[config.mk]
export PLATFORM = sky130hd
export DESIGN_NAME = stream_mux_rr
export DESIGN_NICKNAME = d
export VERILOG_FILES = /design/src/rtl/stream_mux_rr_pkg.sv /design/src/rtl/stream_mux_rr_arbiter.sv /design/src/rtl/stream_mux_rr.sv
export SDC_FILE = /design/constraint.sdc
export NUM_CORES = 1
export LEC_CHECK = 0
export ABC_AREA = 1
export CAP_MARGIN = 10
export CORE_ASPECT_RATIO = 0.5
export CORE_MARGIN = 2
export CORE_UTILIZATION = 45
export DETAILED_ROUTE_END_ITERATION = 10
export PLACE_DENSITY = 0.84
export SYNTH_ARGS = -nofsm -noshare
export SYNTH_HDL_FRONTEND = slang
export SYNTH_SLANG_ARGS = --single-unit
[constraint.sdc]
create_clock -name clk -period 3.9 [get_ports clk]
set_clock_uncertainty 0.05 [all_clocks]
set_input_delay 0.78 -clock clk [delete_from_list [all_inputs] [get_ports clk]]
set_output_delay 0.78 -clock clk [all_outputs]
set_load 0.005 [all_outputs]
[src/rtl/stream_mux_rr_pkg.sv]
// Shared constants and helpers for the stream_mux_rr multiplexer.
package stream_mux_rr_pkg;

    // Mode encodings for the MODE parameter
    localparam int MODE_SEL = 0;
    localparam int MODE_RR  = 1;

    // Ceiling log2, used to check that index widths match the channel count
    function automatic int clog2(input int n);
        int r;
        r = 0;
        for (int i = 0; i < 31; i++) begin
            if ((1 << i) < n) begin
                r = i + 1;
            end
        end
        return r;
    endfunction

endpackage

[src/rtl/stream_mux_rr_arbiter.sv]
// Round-robin arbiter: pure combinational rotate/priority search, no storage.
// The channel after last_i gets first priority; the search wraps modulo NUM_CH.
module rr_arbiter
    import stream_mux_rr_pkg::*;
#(
    parameter int NUM_CH = 4,
    parameter int IDX_W  = 2
)
(
    input  logic [NUM_CH-1:0] req_i,
    input  logic [IDX_W-1:0]  last_i,
    input  logic              en_i,
    output logic [NUM_CH-1:0] grant_o,
    output logic [IDX_W-1:0]  idx_o
);

    // First requester found after last_i wins; nothing is granted when disabled
    always_comb begin
        int               c;
        logic             found;
        logic [IDX_W-1:0] cand;
        grant_o = '0;
        idx_o   = '0;
        found   = 1'b0;
        c       = 0;
        cand    = '0;
        for (int k = 1; k <= NUM_CH; k++) begin
            // Wrap by NUM_CH, not by 2**IDX_W, so unused indices are never produced
            c = int'(last_i) + k;
            if (c >= NUM_CH) begin
                c = c - NUM_CH;
            end
            cand = IDX_W'(c);
            if (en_i && !found && req_i[cand]) begin
                grant_o[cand] = 1'b1;
                idx_o         = cand;
                found         = 1'b1;
            end
        end
    end

endmodule

[src/rtl/stream_mux_rr.sv]
// NUM_CH-input stream multiplexer with a registered output stage and
// valid/ready handshakes. MODE selects explicit steering via sel or
// round-robin arbitration across requesting channels.
module stream_mux_rr
    import stream_mux_rr_pkg::*;
#(
    parameter int WIDTH  = 16,
    parameter int NUM_CH = 4,
    parameter int SEL_W  = 2,
    parameter int MODE   = 1
)
(
    input  logic                    clk,
    input  logic                    rst,
    input  logic [NUM_CH-1:0]       in_valid,
    output logic [NUM_CH-1:0]       in_ready,
    input  logic [NUM_CH*WIDTH-1:0] in_data,
    input  logic [SEL_W-1:0]        sel,
    output logic                    out_valid,
    input  logic                    out_ready,
    output logic [WIDTH-1:0]        out_data,
    output logic [SEL_W-1:0]        out_ch
);

    if (SEL_W != clog2(NUM_CH)) begin : g_bad_sel_w
        $error("stream_mux_rr: SEL_W must equal clog2(NUM_CH)");
    end
    if (MODE != MODE_SEL && MODE != MODE_RR) begin : g_bad_mode
        $error("stream_mux_rr: MODE must be 0 or 1");
    end

    logic              out_valid_q, out_valid_d;
    logic [WIDTH-1:0]  out_data_q,  out_data_d;
    logic [SEL_W-1:0]  out_ch_q,    out_ch_d;
    logic [SEL_W-1:0]  rr_last_q,   rr_last_d;

    logic              load;
    logic              xfer;
    logic [NUM_CH-1:0] sel_grant;
    logic [NUM_CH-1:0] rr_grant;
    logic [SEL_W-1:0]  rr_idx;
    logic [NUM_CH-1:0] grant;
    logic [SEL_W-1:0]  grant_idx;
    logic [WIDTH-1:0]  mux_data;

    // The output register can accept a beat when empty or draining this cycle
    assign load = !out_valid_q || out_ready;

    // Explicit-select grant: sel values beyond the last channel grant nothing
    always_comb begin
        sel_grant = '0;
        if (int'(sel) < NUM_CH) begin
            sel_grant[sel] = in_valid[sel];
        end
    end

    rr_arbiter #(
        .NUM_CH (NUM_CH),
        .IDX_W  (SEL_W)
    ) u_arb (
        .req_i   (in_valid),
        .last_i  (rr_last_q),
        .en_i    (load && (MODE == MODE_RR)),
        .grant_o (rr_grant),
        .idx_o   (rr_idx)
    );

    assign grant     = (MODE == MODE_RR) ? rr_grant : sel_grant;
    assign grant_idx = (MODE == MODE_RR) ? rr_idx   : sel;
    assign in_ready  = load ? grant : '0;
    assign xfer      = load && (|grant);

    // One-hot data select from the granted channel
    always_comb begin
        mux_data = '0;
        for (int i = 0; i < NUM_CH; i++) begin
            if (grant[i]) begin
                mux_data = in_data[i*WIDTH +: WIDTH];
            end
        end
    end

    // Next state: load on transfer, empty on idle load, hold while stalled
    always_comb begin
        out_valid_d = out_valid_q;
        out_data_d  = out_data_q;
        out_ch_d    = out_ch_q;
        rr_last_d   = rr_last_q;
        if (load) begin
            out_valid_d = xfer;
            if (xfer) begin
                out_data_d = mux_data;
                out_ch_d   = grant_idx;
                if (MODE == MODE_RR) begin
                    rr_last_d = grant_idx;
                end
            end
        end
    end

    // State registers; reset leaves channel 0 with first priority
    always_ff @(posedge clk or posedge rst) begin
        if (rst) begin
            out_valid_q <= 1'b0;
            out_data_q  <= '0;
            out_ch_q    <= '0;
            rr_last_q   <= SEL_W'(NUM_CH - 1);
        end else begin
            out_valid_q <= out_valid_d;
            out_data_q  <= out_data_d;
            out_ch_q    <= out_ch_d;
            rr_last_q   <= rr_last_d;
        end
    end

    assign out_valid = out_valid_q;
    assign out_data  = out_data_q;
    assign out_ch    = out_ch_q;

endmodule

==> key figures, run 1 <==
Pwr
  – Max IR drop VDD: 0.520 mV
  – PwrDens: 1000 nW/um2
  – Sequential share of power: 15.1%
  – Power, Total: 0.00301 W
  – Clock share of power: 4.7%
  – Sw Pwr: 0.00159 W
  – P_leak: between 1.5 and 2 nW
  – Sw Ratio: 52.8%
  – Internal power: 0.00142 W
  – Combinational share of power: 80.1%

Yosys
  – Mapped Avg Cell Area: about 6.3 um2
  – Post-synthesis sequential area ratio: 26.3%
  – Synth Area in Adders: 4.99%
  – Distinct cells, synth: 29
  – Synth Area in Simple Gates: 46.4%
  – Mapped Cells: approximately 320
  – Syn nets: approximately 400
  – Register bit count reported by yosys: 21
  – Area share of the largest cell type after synthesis: 26.0%
  – Largest family of logic cells by synthesized area: simple AND/OR/NAND/NOR gates
  – Ys flop type: dfrtp_1
  – Post-synth EDFFs: 0
  – Largest cells by area after synthesis: nand2_1, dfrtp_1, a21oi_1, nand3_1, inv_1
  – XOR/XNOR Fraction of Synth Area: 0%
  – Yosys warns: 0
  – Mux contribution to synthesized area: 0%
  – Yosys top cell by area: nand2_1
  – Compound-Gate Fraction of Synth Area: 9.61%
  – Cell area after synthesis: 2010 um2
  – Async set-reset flop share out of synthesis: 100%

Layout
  – Final Cell Area: 3000 um2
  – Reg area: about 530 um2
  – Multi-input combinational cell area: 1220 um2
  – # fillers: 368
  – Layout area overhead: 49.7%
  – ANT cells: 0
  – Most common cell after layout, fill and taps aside: nand2_1
  – Share of layout cells above drive strength 1: 8.85%
  – Commonest cells after routing, fill and taps aside: nand2_1, clkdlybuf4s50_1, inv_1
  – Nets@finish: 489

STA
  – Setup ws final: 0.177 ns
  – Max-slew violations: 0
  – Worst relative slew slack: 47.3%
  – Final setup viols: 0
  – Final setup TNS: 0 ns
  – Post-route clock period utilization: a little over nine tenths
  – Slew @ Worst Pin: roughly 0.79 ns
  – Fmax: 0.269 GHz
  – Fin Hold WS: 0.467 ns
  – Min cycle time layout: 3.72 ns
  – Final Hold Vio Count: 0
  – RSZ-0062 raised after global routing: false

Drt
  – Post-route ant nets: 0
  – WL final: 5800 um
  – DR vias/cell: 4.84
  – Pre-antenna DRT Iters: 5
  – Residual DRC: 0
  – Avg WL per Cell: between 10 and 15 um
  – Drt first-iter violations: 80
  – DR vias: 2,248

Setup path
  – Worst Setup Start Kind: flop
  – Crit path cell chain: inv_2 -> ha_1 -> inv_1 -> nand3_2 -> nand2_4 -> nand2_4 -> nor2_8 -> nand3_1 -> nand3_4 -> clkdlybuf4s50_1
  – Worst-path maximum fanout: 18
  – Slowest CP cell: dfstp_2
  – Critical Path RT: 3.07 ns
  – Crit-path max cell delay: roughly 0.67 ns
  – Crit path buffers/inverters: 3
  – CP top delay family: buffers and inverters
  – Worst endpoint data arrival time: ~2.9 ns
  – Nature of the critical path endpoint: primary output
  – Most frequent CP cell: nand2_4
  – CP Class: reg2out

Clock network
  – TritonCTS Buffers: 3
  – Post-cts resize count: 0
  – Clk root buf: clkbuf_8
  – Hold Buf Count CTS: 0
  – Clock tree buffer depth: 2
  – H-tree level count: 1
  – CTS tree: yes
  – Clock sink count: 21
  – Clk_lat worst skew: between 0.2 and 0.3 ns
  – Post-CTS setup buffers: 0
  – Reg clk slew, reported paths: 0.07 ns

Global route
  – Vias in the first global route: 2,103
  – GR peak layer: met2
  – First-pass GRT wire length: 9160 um
  – GRT Overall Usage: 22.6%
  – Initial antenna violation count: 0
  – GR Util met3: 3.56%
  – Largest net degree at the start of global routing: 34
  – Met1 usage: 26.5%
  – Grt total ovfl: 0
  – Met2 Use GR: 44.8%

Floorplan
  – Core area: between 4000 and 5000 um2
  – Starting Density: 46.2%
  – Die ar.: 5040 um2
  – Num rows: 17
  – Die Y: 51.2 um
  – Boundary pin count: 96
  – Die width: 98.4 um

Flow run
  – Maxcap violations: 0

Min path
  – Hold WC Path Type: reg2reg

Place
  – Final Wtd Congestion: ~0.9
  – DP Area: slightly below 3000 um2
  – I/O Buffers: a little over 90
  – Estimated wirelength of the detail-placed design: 4610 um
  – Dpl ws: 0.412 ns

Run status
  – Outcome: completed
## worst reg2reg max path, stage by stage, from the launching register on
cell and delay (ns):
dfstp_2 0.67, inv_2 0.14, ha_1 0.38, inv_1 0.12
nand3_2 0.10, nand2_4 0.10, nand2_4 0.09, nor3b_4 0.24
nand2_2 0.09, nand3b_4 0.10, buf_4 0.31, nor2_1 0.10
buf_4 0.22, nand2_4 0.10, nand2_1 0.08, o21ai_1 0.08
## flip-flops by register name (all words and copies together) (netlist names)
signal	flops
out_valid	1
out_ch	2
out_data	16
rr_last_q	2
## Yosys cell counts (2+ instances only)
| library cell | instances |
|---|---|
| dfstp_2 | 2 |
| nand3_2 | 6 |
| o21ai_1 | 2 |
| inv_1 | 38 |
| buf_6 | 3 |
| ha_1 | 8 |
| nor2_1 | 4 |
| nor2_2 | 2 |
| nand2_1 | 139 |
| buf_2 | 8 |
| inv_2 | 5 |
| buf_4 | 2 |
| nand2_2 | 2 |
| nand3_1 | 30 |
| nand3_4 | 2 |
| dfrtp_1 | 19 |
| a21oi_1 | 32 |
| nand2_4 | 3 |
## worst paths after layout
check | start | end | slack (ns) | depth (start not counted)
worst max-delay path | rr_last_q[0] | in_ready[0] | 0.18 | 10
worst min-delay path | out_data[6] | out_data[6] | 0.47 | 2
worst max register to register | rr_last_q[0] | rr_last_q[0] | 0.88 | 15
worst min register to register | out_data[6] | out_data[6] | 0.47 | 2
max in group asynchronous | rst | out_data[8] | 2.40 | 2
min in group asynchronous | rst | out_data[14] | 0.91 | 2
## through the flow
| stage | utilization, % | instances |
|---|---|---|
| 2_1_floorplan | - | 318 |
| 3_3_place_gp | 68.1 | 460 |
| 3_5_place_dp | 68.1 | 460 |
| 4_1_cts | 69.2 | 464 |
| 5_1_grt | 69.2 | 464 |
| 6_report | 69.2 | 464 |
## power by group through the flow
stage	Combinational [W]	Clock, W	Sequential [W]
finish	0.00241	0.000142	0.000455
global route	0.00270	0.000156	0.000467
CTS	0.00241	0.000144	0.000455
detailed placement	0.00239	0	0.000457
global placement	0.00233	0	0.000455
floorplan	0.00175	0	0.000455
## kinds of logic after synthesis
group,count (synthesis)
compound gates,37
fa+ha+maj,8
buf+inv,57
flops,21
simple gates,195
## cell type report
cell class	count	area share (%)
clock buffer	4	1.50
inverter	44	5.50
multi-input combinational	240	40.8
sequential	21	17.6
tap	57	2.38
timing repair buffer	98	32.3
## layer usage
metal | up-vias | part of all wire, %
met1 | 1030 | 43
met4 | 0 | 0.84
met2 | 49 | 51
met3 | 6 | 4.4
li1 | 1163 | -
met5 | - | 0
Power figures use the tool's default switching activity.
==> run 2: changes to the inputs <==
--- a/config.mk
+++ b/config.mk
@@ -11,6 +11,7 @@
 export CORE_MARGIN = 2
 export CORE_UTILIZATION = 45
 export DETAILED_ROUTE_END_ITERATION = 10
+export HOLD_SLACK_MARGIN = 0.15
 export PLACE_DENSITY = 0.84
 export SYNTH_ARGS = -nofsm -noshare
 export SYNTH_HDL_FRONTEND = slang
==> results of run 2 <==
Final layout, timing and power as in run 1 (identical DEF).
==> run 3: changes to the inputs <==
--- a/config.mk
+++ b/config.mk
@@ -12,7 +12,7 @@
 export CORE_UTILIZATION = 45
 export DETAILED_ROUTE_END_ITERATION = 10
 export HOLD_SLACK_MARGIN = 0.15
-export PLACE_DENSITY = 0.84
+export PLACE_DENSITY = 0.95
 export SYNTH_ARGS = -nofsm -noshare
 export SYNTH_HDL_FRONTEND = slang
 export SYNTH_SLANG_ARGS = --single-unit
==> key figures, run 3 (synthesis results as in run 1) <==
Min path
  – Worst Min Path Start: out_data[9]
  – WHS Path Cells: 2
  – Hold Path End: out_data[9]
  – Hold WC Path Type: reg2reg

STA
  – Min cycle time layout: 3.66 ns
  – Final Hold Vio Count: 0
  – Max-slew violations: 0
  – RSZ-0062 raised after global routing: false
  – Worst relative slew slack: 50.9%
  – Final setup TNS: 0 ns
  – Slew @ Worst Pin: 0.736 ns
  – Post-route clock period utilization: 93.9%
  – Final setup viols: 0
  – Fmax: 0.273 GHz

Floorplan
  – Starting Density: 46.2%
  – Die ar.: approximately 5000 um2
  – Boundary pin count: 96
  – Core area: 4340 um2
  – Num rows: 17
  – Die width: 98.4 um
  – Die Y: 51.2 um

Clock network
  – Clk_lat worst skew: 0.25 ns
  – Post-cts resize count: 0
  – Clock tree buffer depth: 2
  – CTS tree: yes
  – Clock sink count: 21
  – Clk root buf: clkbuf_8
  – H-tree level count: 1
  – TritonCTS Buffers: 3
  – Post-CTS setup buffers: 0
  – Hold Buf Count CTS: 0
  – Reg clk slew, reported paths: 0.07 ns

Layout
  – Commonest cells after routing, fill and taps aside: nand2_1, clkdlybuf4s50_1, inv_1
  – Most common cell after layout, fill and taps aside: nand2_1
  – Final Cell Area: 3010 um2
  – ANT cells: 0
  – Fin cells: 465
  – Share of layout cells above drive strength 1: a little under a tenth
  – # fillers: 364
  – Final core occ: 69.4%
  – Layout area overhead: 50.1%
  – Largest register FFs: 16
  – Nets@finish: 490

Global route
  – Vias in the first global route: 1,949
  – Initial antenna violation count: 0
  – Grt total ovfl: 0
  – Largest net degree at the start of global routing: 34
  – GRT Overall Usage: 21.7%
  – First-pass GRT wire length: 8880 um

Place
  – Estimated wirelength of the detail-placed design: around 4300 um
  – Final Wtd Congestion: approximately 0.89
  – I/O Buffers: 93
  – DP Area: approximately 3000 um2
  – Placed insts: 461

Pwr
  – P_leak: 1.57 nW
  – PwrDens: 993 nW/um2
  – Power, Total: 0.00299 W
  – Max IR drop VDD: between 0.5 and 0.6 mV

Setup path
  – Worst Setup Start Kind: flop
  – Reg2Reg Capture Point: rr_last_q[0]
  – CP startpoint: rr_last_q[0]
  – CP Class: reg2out
  – Crit-path max cell delay: 0.66 ns
  – Slowest CP cell: dfstp_2
  – Critical Path RT: 3.07 ns
  – Worst-path maximum fanout: 11
  – Worst reg2reg setup slack: 0.91 ns
  – Most frequent CP cell: nand2_4
  – RR Startpoint: rr_last_q[0]
  – Worst reg-to-reg path cell count: 15
  – Nature of the critical path endpoint: primary output
  – Crit path cell chain: inv_2 -> ha_1 -> inv_1 -> nand3_2 -> nand2_4 -> nand2_4 -> nor3b_4 -> nand2_2 -> nand3b_4 -> clkdlybuf4s50_1
  – Worst endpoint data arrival time: between 2 and 3 ns

Drt
  – WL final: 5320 um
  – Residual DRC: 0
  – Post-route ant nets: 0
  – Drt first-iter violations: 127
  – Pre-antenna DRT Iters: 4
  – Avg WL per Cell: 11.4 um
  – DR vias/cell: between 4 and 5
  – DR vias: 2,242

Run status
  – Outcome: completed

Flow run
  – Maxcap violations: 0
[run 3: critical path: cells and delay by family (launching register included)]
kind,cells,cell delay (ns)
and+or+nand+nor,6,0.71
DFF,1,0.66
adders and majority gates,1,0.38
buffers and inverters,3,0.82
[run 3: how the worst max path moves through the flow]
stage             endpoint  slack, ns  cells after the start
6_report       in_ready[3]       0.24                     10
5_1_grt        in_ready[3]       0.11                     11
4_1_cts        in_ready[3]       0.24                     10
3_5_place_dp   in_ready[3]       0.45                      8
3_3_place_gp   in_ready[3]       0.48                      8
2_1_floorplan  in_ready[3]       1.08                     10
[run 3: power by group]
part	internal [W]	switching [W]
clock network	0.0000709	0.0000639
registers	0.000373	0.0000820
logic	0.000983	0.00142
total	0.00143	0.00156
[run 3: layer usage]
metal	vias up	wire length [um]	GRT usage (%)
met5	-	0	0
met1	997	2360	28.8
met2	66	2600	39.1
met4	0	65	2.97
met3	6	292	3.28
li1	1173	-	-
[run 3: through the flow]
stage	setup WS [ns]	hold WS, ns
after floorplan	1.08	0.451
after global placement	0.482	0.446
after detailed placement	0.453	0.450
after CTS	0.239	0.471
after global routing	0.106	0.486
final	0.236	0.468
[run 3: final cells by class]
class                   instances  area [um2]  share of cell area [%]
multi-input cells             240        1220                    40.6
repair buffers                 99         976                    32.4
flip-flops and latches         21         528                    17.5
inverters                      44         165                    5.49
well taps                      57        71.3                    2.37
clock buffers                   3        41.3                    1.37
clock inverters                 1        5.00                   0.166
